==> src/rtl/skinny_sbox_layer_dom1_seq_if.sv <==
// Handshake and data bundle between the round-state register,
// the byte-serial sbox sequencer and the attached DOM-1 sbox8.
interface skinny_sbox_layer_dom1_seq_if #(
   parameter int NBYTES = 16
);
   logic                  in_valid;
   logic                  in_ready;
   logic [8*NBYTES-1:0]   st0_i;
   logic [8*NBYTES-1:0]   st1_i;
   logic                  rnd_valid;
   logic                  rnd_ready;
   logic [7:0]            rnd_i;
   logic [7:0]            sb_si0;
   logic [7:0]            sb_si1;
   logic [7:0]            sb_r;
   logic [7:0]            sb_bo0;
   logic [7:0]            sb_bo1;
   logic                  out_valid;
   logic                  out_ready;
   logic [8*NBYTES-1:0]   st0_o;
   logic [8*NBYTES-1:0]   st1_o;

   modport slave (
      input  in_valid, st0_i, st1_i,
      input  rnd_valid, rnd_i,
      input  sb_bo0, sb_bo1,
      input  out_ready,
      output in_ready, rnd_ready,
      output sb_si0, sb_si1, sb_r,
      output out_valid, st0_o, st1_o
   );

   modport master (
      output in_valid, st0_i, st1_i,
      output rnd_valid, rnd_i,
      output sb_bo0, sb_bo1,
      output out_ready,
      input  in_ready, rnd_ready,
      input  sb_si0, sb_si1, sb_r,
      input  out_valid, st0_o, st1_o
   );
endinterface

==> src/rtl/skinny_sbox_layer_dom1_seq.sv <==
// Byte-serial sequencer around a non-pipelined DOM-1 SKINNY sbox8:
// feeds one shared byte plus a fresh mask, holds it, collects output.
module skinny_sbox_layer_dom1_seq #(
   parameter int SBOX_LAT = 4,
   parameter int NBYTES   = 16
) (
   input logic clk,
   input logic rst_n,
   skinny_sbox_layer_dom1_seq_if.slave bus
);
   localparam int W  = 8 * NBYTES;
   localparam int BW = (NBYTES > 1) ? $clog2(NBYTES) : 1;
   localparam int HW = $clog2(SBOX_LAT + 1);

   localparam logic [BW-1:0] BLAST = BW'(NBYTES - 1);
   localparam logic [HW-1:0] HMAX  = HW'(SBOX_LAT);

   typedef enum logic [1:0] {
      IDLE,
      FETCH,
      HOLD,
      DONE
   } state_t;

   state_t        state;
   state_t        state_n;
   logic [BW-1:0] bcnt;
   logic [HW-1:0] hcnt;
   logic [W-1:0]  sh0;
   logic [W-1:0]  sh1;
   logic [7:0]    si0;
   logic [7:0]    si1;
   logic [7:0]    sr;
   logic          hold_end;

   assign hold_end = (hcnt == HMAX);

   // state register; reset aborts any byte in flight
   always_ff @(posedge clk) begin
      if (!rst_n) begin
         state <= IDLE;
      end else begin
         state <= state_n;
      end
   end

   // next state and Moore handshake outputs, all forced low in reset
   always_comb begin
      state_n       = state;
      bus.in_ready  = 1'b0;
      bus.rnd_ready = 1'b0;
      bus.out_valid = 1'b0;
      unique case (state)
         IDLE: begin
            bus.in_ready = rst_n;
            if (bus.in_valid) state_n = FETCH;
         end
         FETCH: begin
            bus.rnd_ready = rst_n;
            if (bus.rnd_valid) state_n = HOLD;
         end
         HOLD: begin
            if (hold_end) begin
               state_n = (bcnt == BLAST) ? DONE : FETCH;
            end
         end
         DONE: begin
            bus.out_valid = rst_n;
            if (bus.out_ready) state_n = IDLE;
         end
         default: state_n = IDLE;
      endcase
   end

   // share registers, sbox operand registers and the two counters
   always_ff @(posedge clk) begin
      if (!rst_n) begin
         sh0  <= '0;
         sh1  <= '0;
         si0  <= '0;
         si1  <= '0;
         sr   <= '0;
         bcnt <= '0;
         hcnt <= '0;
      end else begin
         unique case (state)
            IDLE: begin
               if (bus.in_valid) begin
                  sh0  <= bus.st0_i;
                  sh1  <= bus.st1_i;
                  bcnt <= '0;
               end
            end
            FETCH: begin
               if (bus.rnd_valid) begin
                  si0  <= sh0[7:0];
                  si1  <= sh1[7:0];
                  sr   <= bus.rnd_i;
                  hcnt <= '0;
               end
            end
            HOLD: begin
               if (hold_end) begin
                  sh0  <= {bus.sb_bo0, sh0[W-1:8]};
                  sh1  <= {bus.sb_bo1, sh1[W-1:8]};
                  si0  <= '0;
                  si1  <= '0;
                  sr   <= '0;
                  bcnt <= bcnt + BW'(1);
               end else begin
                  hcnt <= hcnt + HW'(1);
               end
            end
            DONE: begin
               if (bus.out_ready) begin
                  sh0 <= '0;
                  sh1 <= '0;
               end
            end
            default: begin
            end
         endcase
      end
   end

   assign bus.sb_si0 = si0;
   assign bus.sb_si1 = si1;
   assign bus.sb_r   = sr;
   assign bus.st0_o  = sh0;
   assign bus.st1_o  = sh1;
endmodule

==> src/flat_wrapper.sv <==
// flat-port wrapper written by rule: the top's interface ports become plain ports
module skinny_sbox_layer_dom1_seq_flat 
#(
   parameter int SBOX_LAT = 4,
   parameter int NBYTES   = 16
)
  (clk, rst_n, bus_in_valid, bus_st0_i, bus_st1_i, bus_rnd_valid, bus_rnd_i, bus_sb_bo0, bus_sb_bo1, bus_out_ready, bus_in_ready, bus_rnd_ready, bus_sb_si0, bus_sb_si1, bus_sb_r, bus_out_valid, bus_st0_o, bus_st1_o);
  skinny_sbox_layer_dom1_seq_if #(.NBYTES(NBYTES)) bus_i ();
  input logic clk;
  input logic rst_n;
  input wire logic [$bits(bus_i.in_valid)-1:0] bus_in_valid;
  input wire logic [$bits(bus_i.st0_i)-1:0] bus_st0_i;
  input wire logic [$bits(bus_i.st1_i)-1:0] bus_st1_i;
  input wire logic [$bits(bus_i.rnd_valid)-1:0] bus_rnd_valid;
  input wire logic [$bits(bus_i.rnd_i)-1:0] bus_rnd_i;
  input wire logic [$bits(bus_i.sb_bo0)-1:0] bus_sb_bo0;
  input wire logic [$bits(bus_i.sb_bo1)-1:0] bus_sb_bo1;
  input wire logic [$bits(bus_i.out_ready)-1:0] bus_out_ready;
  output wire logic [$bits(bus_i.in_ready)-1:0] bus_in_ready;
  output wire logic [$bits(bus_i.rnd_ready)-1:0] bus_rnd_ready;
  output wire logic [$bits(bus_i.sb_si0)-1:0] bus_sb_si0;
  output wire logic [$bits(bus_i.sb_si1)-1:0] bus_sb_si1;
  output wire logic [$bits(bus_i.sb_r)-1:0] bus_sb_r;
  output wire logic [$bits(bus_i.out_valid)-1:0] bus_out_valid;
  output wire logic [$bits(bus_i.st0_o)-1:0] bus_st0_o;
  output wire logic [$bits(bus_i.st1_o)-1:0] bus_st1_o;
  assign bus_i.in_valid = bus_in_valid;
  assign bus_i.st0_i = bus_st0_i;
  assign bus_i.st1_i = bus_st1_i;
  assign bus_i.rnd_valid = bus_rnd_valid;
  assign bus_i.rnd_i = bus_rnd_i;
  assign bus_i.sb_bo0 = bus_sb_bo0;
  assign bus_i.sb_bo1 = bus_sb_bo1;
  assign bus_i.out_ready = bus_out_ready;
  assign bus_in_ready = bus_i.in_ready;
  assign bus_rnd_ready = bus_i.rnd_ready;
  assign bus_sb_si0 = bus_i.sb_si0;
  assign bus_sb_si1 = bus_i.sb_si1;
  assign bus_sb_r = bus_i.sb_r;
  assign bus_out_valid = bus_i.out_valid;
  assign bus_st0_o = bus_i.st0_o;
  assign bus_st1_o = bus_i.st1_o;
  skinny_sbox_layer_dom1_seq #(.SBOX_LAT(SBOX_LAT), .NBYTES(NBYTES)) u_core (.clk(clk), .rst_n(rst_n), .bus(bus_i));
endmodule
==> config.mk <==
export PLATFORM = sky130hd
export DESIGN_NAME = skinny_sbox_layer_dom1_seq_flat
export DESIGN_NICKNAME = d
export VERILOG_FILES = /design/src/rtl/skinny_sbox_layer_dom1_seq_if.sv /design/src/rtl/skinny_sbox_layer_dom1_seq.sv /design/src/flat_wrapper.sv
export SDC_FILE = /design/constraint.sdc
export NUM_CORES = 1
export LEC_CHECK = 0
export ABC_CLOCK_PERIOD_IN_PS = 2400
export BUFFER_PORTS_ARGS = -buffer_cell sky130_fd_sc_hd__buf_4
export CORE_AREA = 2 2 221 223
export CTS_CLUSTER_DIAMETER = 80
export CTS_CLUSTER_SIZE = 14
export DETAILED_ROUTE_END_ITERATION = 10
export DIE_AREA = 0 0 223 225
export PLACE_DENSITY = 0.66
export SYNTH_ARGS = -nofsm -noshare
export SYNTH_HDL_FRONTEND = slang
export SYNTH_SLANG_ARGS = --single-unit
==> constraint.sdc <==
create_clock -name clk -period 2.4 [get_ports clk]
set_clock_uncertainty 0.1 [all_clocks]
set_input_delay 0.36 -clock clk [delete_from_list [all_inputs] [get_ports clk]]
set_output_delay 0.36 -clock clk [all_outputs]
set_load 0.01 [all_outputs]
==> impl_metrics.yaml <==
worst_setup_path:
  crit_family: "buffers and inverters"
  cp_max_fo: 111
  path_buf_inv: 2
  cp_data_arrival_time_ns: 1.71
  max_stage_delay_ns: 0.43
  crit_path_start_kind: "register"
  critPathKind: "register to output port"
  worstPathCellList: "buf_12, and3_1, buf_4"
  crit_required_ns: 1.94
  endpoint_kind: "output port"
  r2r_slack_ns: 0.40
  cpMaxStageDelayCell: "dfxtp_4"
clock_tree:
  htree_levels: 1
  path_clk_slew_ns: 0.08
  post_cts_buffers: 0
  clock_path_buffers: 3
  clkLatencyLatePin_ns: 0.56
  cts_sinks: 289
  root_buffer: "clkbuf_16"
  cts_tree: "done"
  numCtsBuffers: 26
yosys:
  synthCells: 1830
  synth_edf_count: 0
  synth_nets: 2118
  syn_avg_cell_area_sq_um: 8.69
  synth-seq-area-share: 0.364
  ys.flop_type: "dfxtp_1"
  yosysWarnings: 0
  synth_async_sr_flop_share: 0
  synth_area_sq_um: 15900
  synth_top_area_share: 0.364
  synth_cell_types: 33
  yosys-top-cells-count: "dfxtp_1, nand2_1, nor2b_1"
  ys_ff_latch: 289
  synth_most_common_cell: "dfxtp_1"
  synth_top_area_cell: "dfxtp_1"
  synth_area_leaders: "dfxtp_1, mux2i_1, and3b_1, nor2b_1, o21ai_0"
timing:
  finalSetupViolCount: 0
  min_period_ns: 2.17
  slew_headroom: 0.399
  period_share: 0.905
  fmax_mhz: 460
  finalHoldViolations: 0
  slew_viol_final: 0
  tns_ns: 0
  tightest_slew_ns: 0.901
  rsz0062_at_grt: "no"
drt:
  drtAntennaViolNets: 0
  first_pass_iters: 4
  drc: 0
  wire_per_inst_um: 18.6
  via_per_inst: 4.99
  routed_wl_um: 54100
  drtIter0Drc: 798
  vias: 14500
cells_and_area:
  syn2layout_area_growth_pct: 34.0
  n_fill_cell: 4669
  final_layout_size_suffix_gt1_frac: 0.277
  diodes: 0
  fin_nets: 2571
  fin_util: 0.448
placement:
  hpwlAfterDp_um: 39000
  gp_congestion: 0.871
  port_buffers: 567
floorplanning:
  die_h_um: 225
  ios: 568
  floorplan.rows: 80
  die_area_sq_um: 50200
  initial_core_util: 0.335
  fp.dieW_um: 223
  core-area_sq_um: 47500
global_route:
  gr-total-overflow: 0
  grtUsageTotal: 0.203
  grt_pass1_wl_um: 81500
  antenna_found_initial: 2
  grt_pass1_vias: 13900
  grt_max_degree: 203
power_and_ir_drop:
  leakage_nw: 10.8
  ir_drop_mv: 0.469
  powerDensity_nw_per_um2: 627
min_path:
  holdCritPathClass: "input port to register"
run_status:
  outcome: "complete, no violations"
run:
  maxCapViolations: 0
-- stage by stage --
step | hold WS (ns) | setup slack (ns) | cell area, sq um | power (mW) | cells
final | 0.0633 | 0.228 | 21300 | 13.4 | 2906
after global routing | 0.0487 | 0.133 | 21300 | 14.0 | 2906
after CTS | 0.0443 | 0.204 | 21300 | 13.5 | 2906
after detailed placement | 0.360 | 0.409 | 20500 | 9.47 | 2862
after global placement | 0.357 | 0.454 | 20500 | 9.40 | 2862
after floorplan | 0.355 | 0.684 | 15900 | 7.82 | 1830
-- layer usage --
metal	part of all wire	up-vias	global-route usage
met2	0.48	388	0.350
met3	0.060	67	0.0441
met1	0.44	6889	0.257
li1	-	7145	-
met4	0.025	0	0.0500
met5	0	-	0
-- flip-flops by register name, summed over array words and instances (netlist names) --
register and cells:
u_core.bus.st0_o 128, u_core.bus.st1_o 128, u_core.bus.sb_r 8, u_core.bus.sb_si0 8, u_core.bus.sb_si1 8, u_core.bcnt 4, u_core.hcnt 3, u_core.state 2
-- placed cells by master, fill, tap and decap left out, types with 3 or more instances in the layout --
master and instances:
ha_1 3, dlygate4sd3_1 8, clkbuf_16 27, buf_12 15
o21ai_1 39, nand3b_1 3, a21oi_1 4, buf_4 583
inv_1 3, o21ai_0 218, nand2_1 259, nand3_1 9
a22o_1 24, mux2i_1 258, nor2b_1 259, clkbuf_1 4
and3b_1 257, dfxtp_1 287
-- cell families after synthesis --
group | Yosys count | synth area share
compound gates | 295 | 0.101
fa+ha+maj | 3 | 0.00236
buf+inv | 185 | 0.0567
flops | 289 | 0.364
mux | 258 | 0.162
simple gates | 800 | 0.314
-- worst register-to-register path, delay by kind of cell, from the launching register on --
kind,cells,cell delay [ns]
mux,1,0.24
flops,1,0.36
buf+inv,3,0.60
simple gates,2,0.39
fa+ha+maj,1,0.24
-- area by class of cell --
type                            instances  area, sq um  area share
Clock inverter                          4         36.3     0.00170
Inverter                                3         11.3    0.000528
Multi-Input combinational cell       1356         9220       0.433
Sequential cell                       289         5790       0.272
Timing Repair Buffer                  607         4770       0.224
Tap cell                              615          769      0.0361
Clock buffer                           32          704      0.0331
-- where the power goes --
group	internal, mW	switching [mW]
Sequential	5.26	0.446
Clock	2.06	1.94
Combinational	1.83	1.83
Total	9.15	4.22
-- timing repair --
action / CTS / global route
endpoints found under the hold margin: 8 / 0
hold buffers: 8 / 0
gates resized for setup: 0 / 0
-- worst paths after layout --
| kind | to | startpoint | depth (start not counted) |
|---|---|---|---|
| setup / recovery | bus_out_valid | u_core.state[1] | 3 |
| hold / removal | u_core.state[0] | rst_n | 2 |
| setup reg to reg | u_core.bus.st0_o[43] | u_core.hcnt[0] | 7 |
| hold reg to reg | u_core.bus.st0_o[92] | u_core.bus.st0_o[92] | 2 |
Note: power is estimated with default switching activity, not from simulation.
